$ cat src/rtl/max_pool_pkg.sv
// ---------------------------------------------------------------------------
// max_pool_pkg
// Shared definitions for the 2x2 max-pooling block: default pixel width and
// window count, the derived bus widths, and the pooling sequence states.
//
// Contents:
//   DEF_DATA_W  - default width of one pixel / one pooled result
//   DEF_NUM_WIN - default number of 2x2 windows per input strip
//   IN_W        - width of the input strip bus (two rows of 2*NUM_WIN pixels)
//   OUT_W       - width of the pooled result bus (one value per window)
//   SLOTS       - pixels per window still to be compared after the load step
//   state_t     - pooling sequence LOAD -> CMP1 -> CMP2 -> CMP3 -> DONE
//
// Optional feature macro used by the files that import this package:
//   MAX_POOL_SIGNED_EN - compare pixels as two's-complement signed values
// ---------------------------------------------------------------------------
package max_pool_pkg;

  localparam int DEF_DATA_W  = 8;
  localparam int DEF_NUM_WIN = 3;

  localparam int IN_W  = 4 * DEF_NUM_WIN * DEF_DATA_W;
  localparam int OUT_W = DEF_NUM_WIN * DEF_DATA_W;

  // The first pixel of each window seeds the accumulator directly, so only
  // the remaining three need to be held for the compare steps.
  localparam int SLOTS = 3;

  typedef enum logic [2:0] {
    ST_LOAD = 3'd0,
    ST_CMP1 = 3'd1,
    ST_CMP2 = 3'd2,
    ST_CMP3 = 3'd3,
    ST_DONE = 3'd4
  } state_t;

endpackage

$ cat src/rtl/max_pool_cmp.sv
// ---------------------------------------------------------------------------
// max_pool_cmp
// Combinational two-input maximum of DATA_W-bit pixels.
//
// Ports:
//   a - first operand (the running maximum in max_pool)
//   b - second operand (the next pixel of the window)
//   y - the larger of a and b; on a tie both are equal so either is returned
//
// Macro MAX_POOL_SIGNED_EN: when defined, a and b are compared as
// two's-complement signed values; otherwise they are compared as unsigned.
// ---------------------------------------------------------------------------
module max_pool_cmp
  import max_pool_pkg::*;
#(
  parameter int DATA_W = DEF_DATA_W
) (
  input  logic [DATA_W-1:0] a,
  input  logic [DATA_W-1:0] b,
  output logic [DATA_W-1:0] y
);

  logic a_ge_b;

`ifdef MAX_POOL_SIGNED_EN
  assign a_ge_b = ($signed(a) >= $signed(b));
`else
  assign a_ge_b = (a >= b);
`endif

  assign y = a_ge_b ? a : b;

endmodule

$ cat src/rtl/max_pool.sv
// ---------------------------------------------------------------------------
// max_pool
// Free-running 2x2 max pooling over a two-row pixel strip. Every five clock
// cycles the block captures a strip, reduces each 2x2 window to its maximum
// with one comparator per window, and publishes all window maxima together
// with a one-cycle done pulse.
//
// Ports:
//   clk            - clock, all state changes on the rising edge
//   rst            - asynchronous active-high reset
//   indata         - pixel p at indata[p*DATA_W +: DATA_W]; pixels
//                    0..2*NUM_WIN-1 form row 0, the rest form row 1
//   result         - window k maximum at result[k*DATA_W +: DATA_W]; holds
//                    its value between completed passes
//   maxpoolingdone - high for the one cycle after result is refreshed
//
// Macro MAX_POOL_SIGNED_EN: when defined, pixels compare as signed values.
// ---------------------------------------------------------------------------
module max_pool
  import max_pool_pkg::*;
#(
  parameter int DATA_W  = DEF_DATA_W,
  parameter int NUM_WIN = DEF_NUM_WIN
) (
  input  logic                        clk,
  input  logic                        rst,
  input  logic [4*NUM_WIN*DATA_W-1:0] indata,
  output logic [NUM_WIN*DATA_W-1:0]   result,
  output logic                        maxpoolingdone
);

  state_t state;
  state_t state_next;

  // Input strip viewed as an array of pixels, element p = pixel p.
  logic [4*NUM_WIN-1:0][DATA_W-1:0] pix;

  // Per window: slot 0 = row0 odd pixel, slot 1 = row1 even, slot 2 = row1 odd.
  logic [NUM_WIN-1:0][SLOTS-1:0][DATA_W-1:0] data_q;

  logic [NUM_WIN-1:0][DATA_W-1:0] acc;
  logic [NUM_WIN-1:0][DATA_W-1:0] cmp_b;
  logic [NUM_WIN-1:0][DATA_W-1:0] cmp_y;

  assign pix = indata;

  // State register.
  always_ff @(posedge clk or posedge rst) begin
    if (rst) begin
      state <= ST_LOAD;
    end else begin
      state <= state_next;
    end
  end

  // Fixed five-step cycle; there is no start input, the block always runs.
  always_comb begin
    state_next = ST_LOAD;
    case (state)
      ST_LOAD: state_next = ST_CMP1;
      ST_CMP1: state_next = ST_CMP2;
      ST_CMP2: state_next = ST_CMP3;
      ST_CMP3: state_next = ST_DONE;
      ST_DONE: state_next = ST_LOAD;
      default: state_next = ST_LOAD;
    endcase
  end

  // Pick which held pixel each comparator sees in the current compare step.
  always_comb begin
    cmp_b = '0;
    for (int k = 0; k < NUM_WIN; k++) begin
      case (state)
        ST_CMP2: cmp_b[k] = data_q[k][1];
        ST_CMP3: cmp_b[k] = data_q[k][2];
        default: cmp_b[k] = data_q[k][0];
      endcase
    end
  end

  for (genvar k = 0; k < NUM_WIN; k++) begin : g_win
    max_pool_cmp #(
      .DATA_W(DATA_W)
    ) u_cmp (
      .a(acc[k]),
      .b(cmp_b[k]),
      .y(cmp_y[k])
    );
  end

  // Datapath: capture the strip and seed the accumulators on LOAD, fold in
  // one pixel per window on each compare step, publish on DONE. Data is
  // sampled only on the LOAD edge, so later indata changes wait for the
  // next pass.
  always_ff @(posedge clk or posedge rst) begin
    if (rst) begin
      data_q         <= '0;
      acc            <= '0;
      result         <= '0;
      maxpoolingdone <= 1'b0;
    end else begin
      maxpoolingdone <= 1'b0;
      case (state)
        ST_LOAD: begin
          for (int k = 0; k < NUM_WIN; k++) begin
            acc[k]       <= pix[2*k];
            data_q[k][0] <= pix[2*k+1];
            data_q[k][1] <= pix[2*NUM_WIN+2*k];
            data_q[k][2] <= pix[2*NUM_WIN+2*k+1];
          end
        end
        ST_CMP1, ST_CMP2, ST_CMP3: begin
          acc <= cmp_y;
        end
        ST_DONE: begin
          result         <= acc;
          maxpoolingdone <= 1'b1;
        end
        default: begin
        end
      endcase
    end
  end

endmodule

$ cat config.mk
export PLATFORM = sky130hd
export DESIGN_NAME = max_pool
export DESIGN_NICKNAME = d
export VERILOG_FILES = /design/src/rtl/max_pool_pkg.sv /design/src/rtl/max_pool_cmp.sv /design/src/rtl/max_pool.sv
export SDC_FILE = /design/constraint.sdc
export NUM_CORES = 1
export LEC_CHECK = 0
export ABC_AREA = 1
export CAP_MARGIN = 20
export CORE_ASPECT_RATIO = 0.75
export CORE_UTILIZATION = 40
export DETAILED_ROUTE_END_ITERATION = 6
export PLACE_DENSITY_LB_ADDON = 0.05
export SYNTH_ARGS = -nofsm -noshare
export SYNTH_HDL_FRONTEND = slang
export SYNTH_HIERARCHICAL = 1
export SYNTH_SLANG_ARGS = --single-unit
$ cat constraint.sdc
create_clock -name clk -period 12.1 [get_ports clk]
set_clock_uncertainty 0.15 [all_clocks]
set_input_delay 2.42 -clock clk [delete_from_list [all_inputs] [get_ports clk]]
set_output_delay 2.42 -clock clk [all_outputs]
set_load 0.005 [all_outputs]
==> results.md <==
- Tcrit/Tclk final: 32.20%
- DP HPWL: 12240 um
- Worst r2r src: state[2]
- Commonest non-fill, non-tap cell in the layout: nand2_1
- Critical path buffer and inverter count: 1
- Most frequent cells in the layout: nand2_1, nand3_1, dfrtp_1
- Combinational power share: 23.3%
- GPL Wtd Cong: 0.8358
- Crit end category: primary output
- First-pass GRT wire length: 30850 um
- Peak supply drop: 0.09444 mV
- Routed wire length: 18330 um
- Root Driver: clkbuf_16
- Worst hold path type: reg2reg
- Worst-path clk slew: 60 ps
- Initial antenna violation count: 0
- Worst EP arrival: 1330 ps
- Area grow syn2layout: 29.16%
- Mean post-synth cell area: 7.845 um2
- Sw Ratio: 28.76%
- Placed Cells: 1143
- Routed vias: 6237
- FP Rows: 40
- Clock group share of total power: 39.1%
- Max cap viols: 0
- Slew headroom: 32.56%
- Top delay family on crit path: buffers and inverters
- Reg2reg setup slack: 8230 ps
- Yosys synthesis warning count: 6
- Total CTS buffers: 17
- Failing checks: design-rule violations
- CP endpoint: result[22]
- Die Width: 152.1 um
- I/O Pins: 123
- Unrepaired setup endpoints after global routing: false
- Vias in the first global route: 6227
- Setup crit start kind: register
- Post-CTS Resized: 0
- Final hold violations: 0
- Initial DRC count: 361
- Gr ovfl total: 0
- CTS max path bufs: 2
- Critical path depth: 1
- Tmin final: 3896 ps
- Fin cells: 1178
- Fin area: 0.008735 mm2
- Max FO, Critical Path: 2
- Die area: 0.01744 mm2
- Setup TNS Final: 0 ps
- PortBufs: 122
- DRT Pass-1 Iters: 6
- Critical path's largest stage delay: 520 ps
- CP required: 9530 ps
- Max Slew Vio Count: 0
- Antenna violation net count after detailed routing: 0
- Register area share after synthesis: 45.88%
- # Post-CTS Setup Buffers: 0
- DR DRC count: 19
- Critical Path Source: result[22]
- Clock latency at the later pin of the worst-skew pair: 410 ps
- Worst slew pin tran: 1009 ps
- NumNets Final: 1077
- Internal power: 1.025 mW
- Worst setup path class: reg2out
- Cell Area, Synth: 0.006763 mm2
- Status: finished, violations left
- Crit-path cells: clkdlybuf4s50_1
- Fmax: 256.6 MHz
- Die H: 114.6 um
- Switching Power: 0.4138 mW
- # diodes: 0
- Largest net degree at the start of global routing: 120
- Pwr dens: 164.7 mW/mm2
- Post-Syn Instances: 862
- Sequential share of power: 37.5%
- Post-route total power: 1.439 mW
- Slowest cell on crit path: clkdlybuf4s50_1
- All-Layer GR Usage: 22.42%
- #FFs+latches synth: 124
- Via-to-Cell Ratio: 5.295
- CTS tree: yes
- H-tree Lvls: 4
- LEAKAGE: 4.344 nW
- Setup-failing EPs final: 0
- Number of clock sinks: 124
- Initial Utilization: 41.58%
- Drt wl/cell: 15.56 um
- Placed Area: 0.008003 mm2
- Hold buffer count at CTS: 0
- Post-synth net total: 984
- Core ar.: 0.01627 mm2
- Reg-to-Reg End: acc[14]
- Distinct cells, synth: 21
- Layout cells sized above 1: 6.818%
- Worst r2r path cells: 15
==> synth_stat cells (all sizes together) <==
cell type / n / area (um2)
a21oi: 6 / 41.29
dfrtp: 124 / 3103
buf: 43 / 239.0
nor2: 11 / 128.9
nand2: 351 / 1365
ha: 24 / 300.3
inv: 41 / 156.4
nand4: 72 / 450.4
clkbuf: 14 / 52.55
nand3: 173 / 903.4
a21o: 3 / 22.52
==> power groups by stage <==
stage / clock (mW) / combinational, mW / sequential (mW)
2_1_floorplan: 0 / 0.203 / 0.533
3_3_place_gp: 0 / 0.323 / 0.546
3_5_place_dp: 0 / 0.334 / 0.547
4_1_cts: 0.570 / 0.338 / 0.541
5_1_grt: 0.589 / 0.382 / 0.551
6_report: 0.563 / 0.336 / 0.540
==> routing by layer <==
metal  track usage, %  vias to the layer above  share of wire (%)
li1                 -                     3064                  -
met3            5.223                       13                4.8
met4            6.599                        0                1.6
met2            36.80                      168                 46
met1            29.65                     2992                 48
met5                0                        -                  0
==> cell families after synthesis <==
logic type / Yosys count / share of synthesized area, %
buffers and inverters: 98 / 6.624
flip-flops: 124 / 45.88
AND/OR/NAND/NOR: 607 / 42.11
adder cells (fa/ha/maj): 24 / 4.440
AO/OA/AOI/OAI: 9 / 0.9436
==> how the worst min path moves through the flow <==
stage,startpoint,to,cells past startpoint
detailed placement,data_q[60],data_q[60],2
CTS,data_q[6],data_q[6],2
floorplan,data_q[15],data_q[15],2
finish,data_q[31],data_q[31],2
global placement,data_q[65],data_q[65],2
global route,data_q[68],data_q[68],2
==> registers in the layout, indices dropped and copies added (netlist names) <==
| signal | cells |
|---|---|
| maxpoolingdone | 1 |
| data_q | 72 |
| state | 3 |
| result | 24 |
| acc | 24 |
==> cell type report <==
type / count / area [um2]
clock buffers: 20 / 456.7
clock inverters: 12 / 192.7
fillers: 1524 / 7531
inverters: 41 / 158.9
multi-input cells: 640 / 3212
flip-flops and latches: 124 / 3103
well taps: 210 / 262.8
repair buffers: 131 / 1349
==> through the flow <==
stage                     setup WS [ps]  hold WS [ps]  utilization, %
final                              8204         320.7           53.70
after global routing               7935         342.0           53.70
after CTS                          7956         323.0           53.19
after detailed placement           7522         309.7           49.20
after global placement             7558         305.1           49.20
after floorplan                    6231         292.0               -
Note: power is estimated with default switching activity, not from simulation.
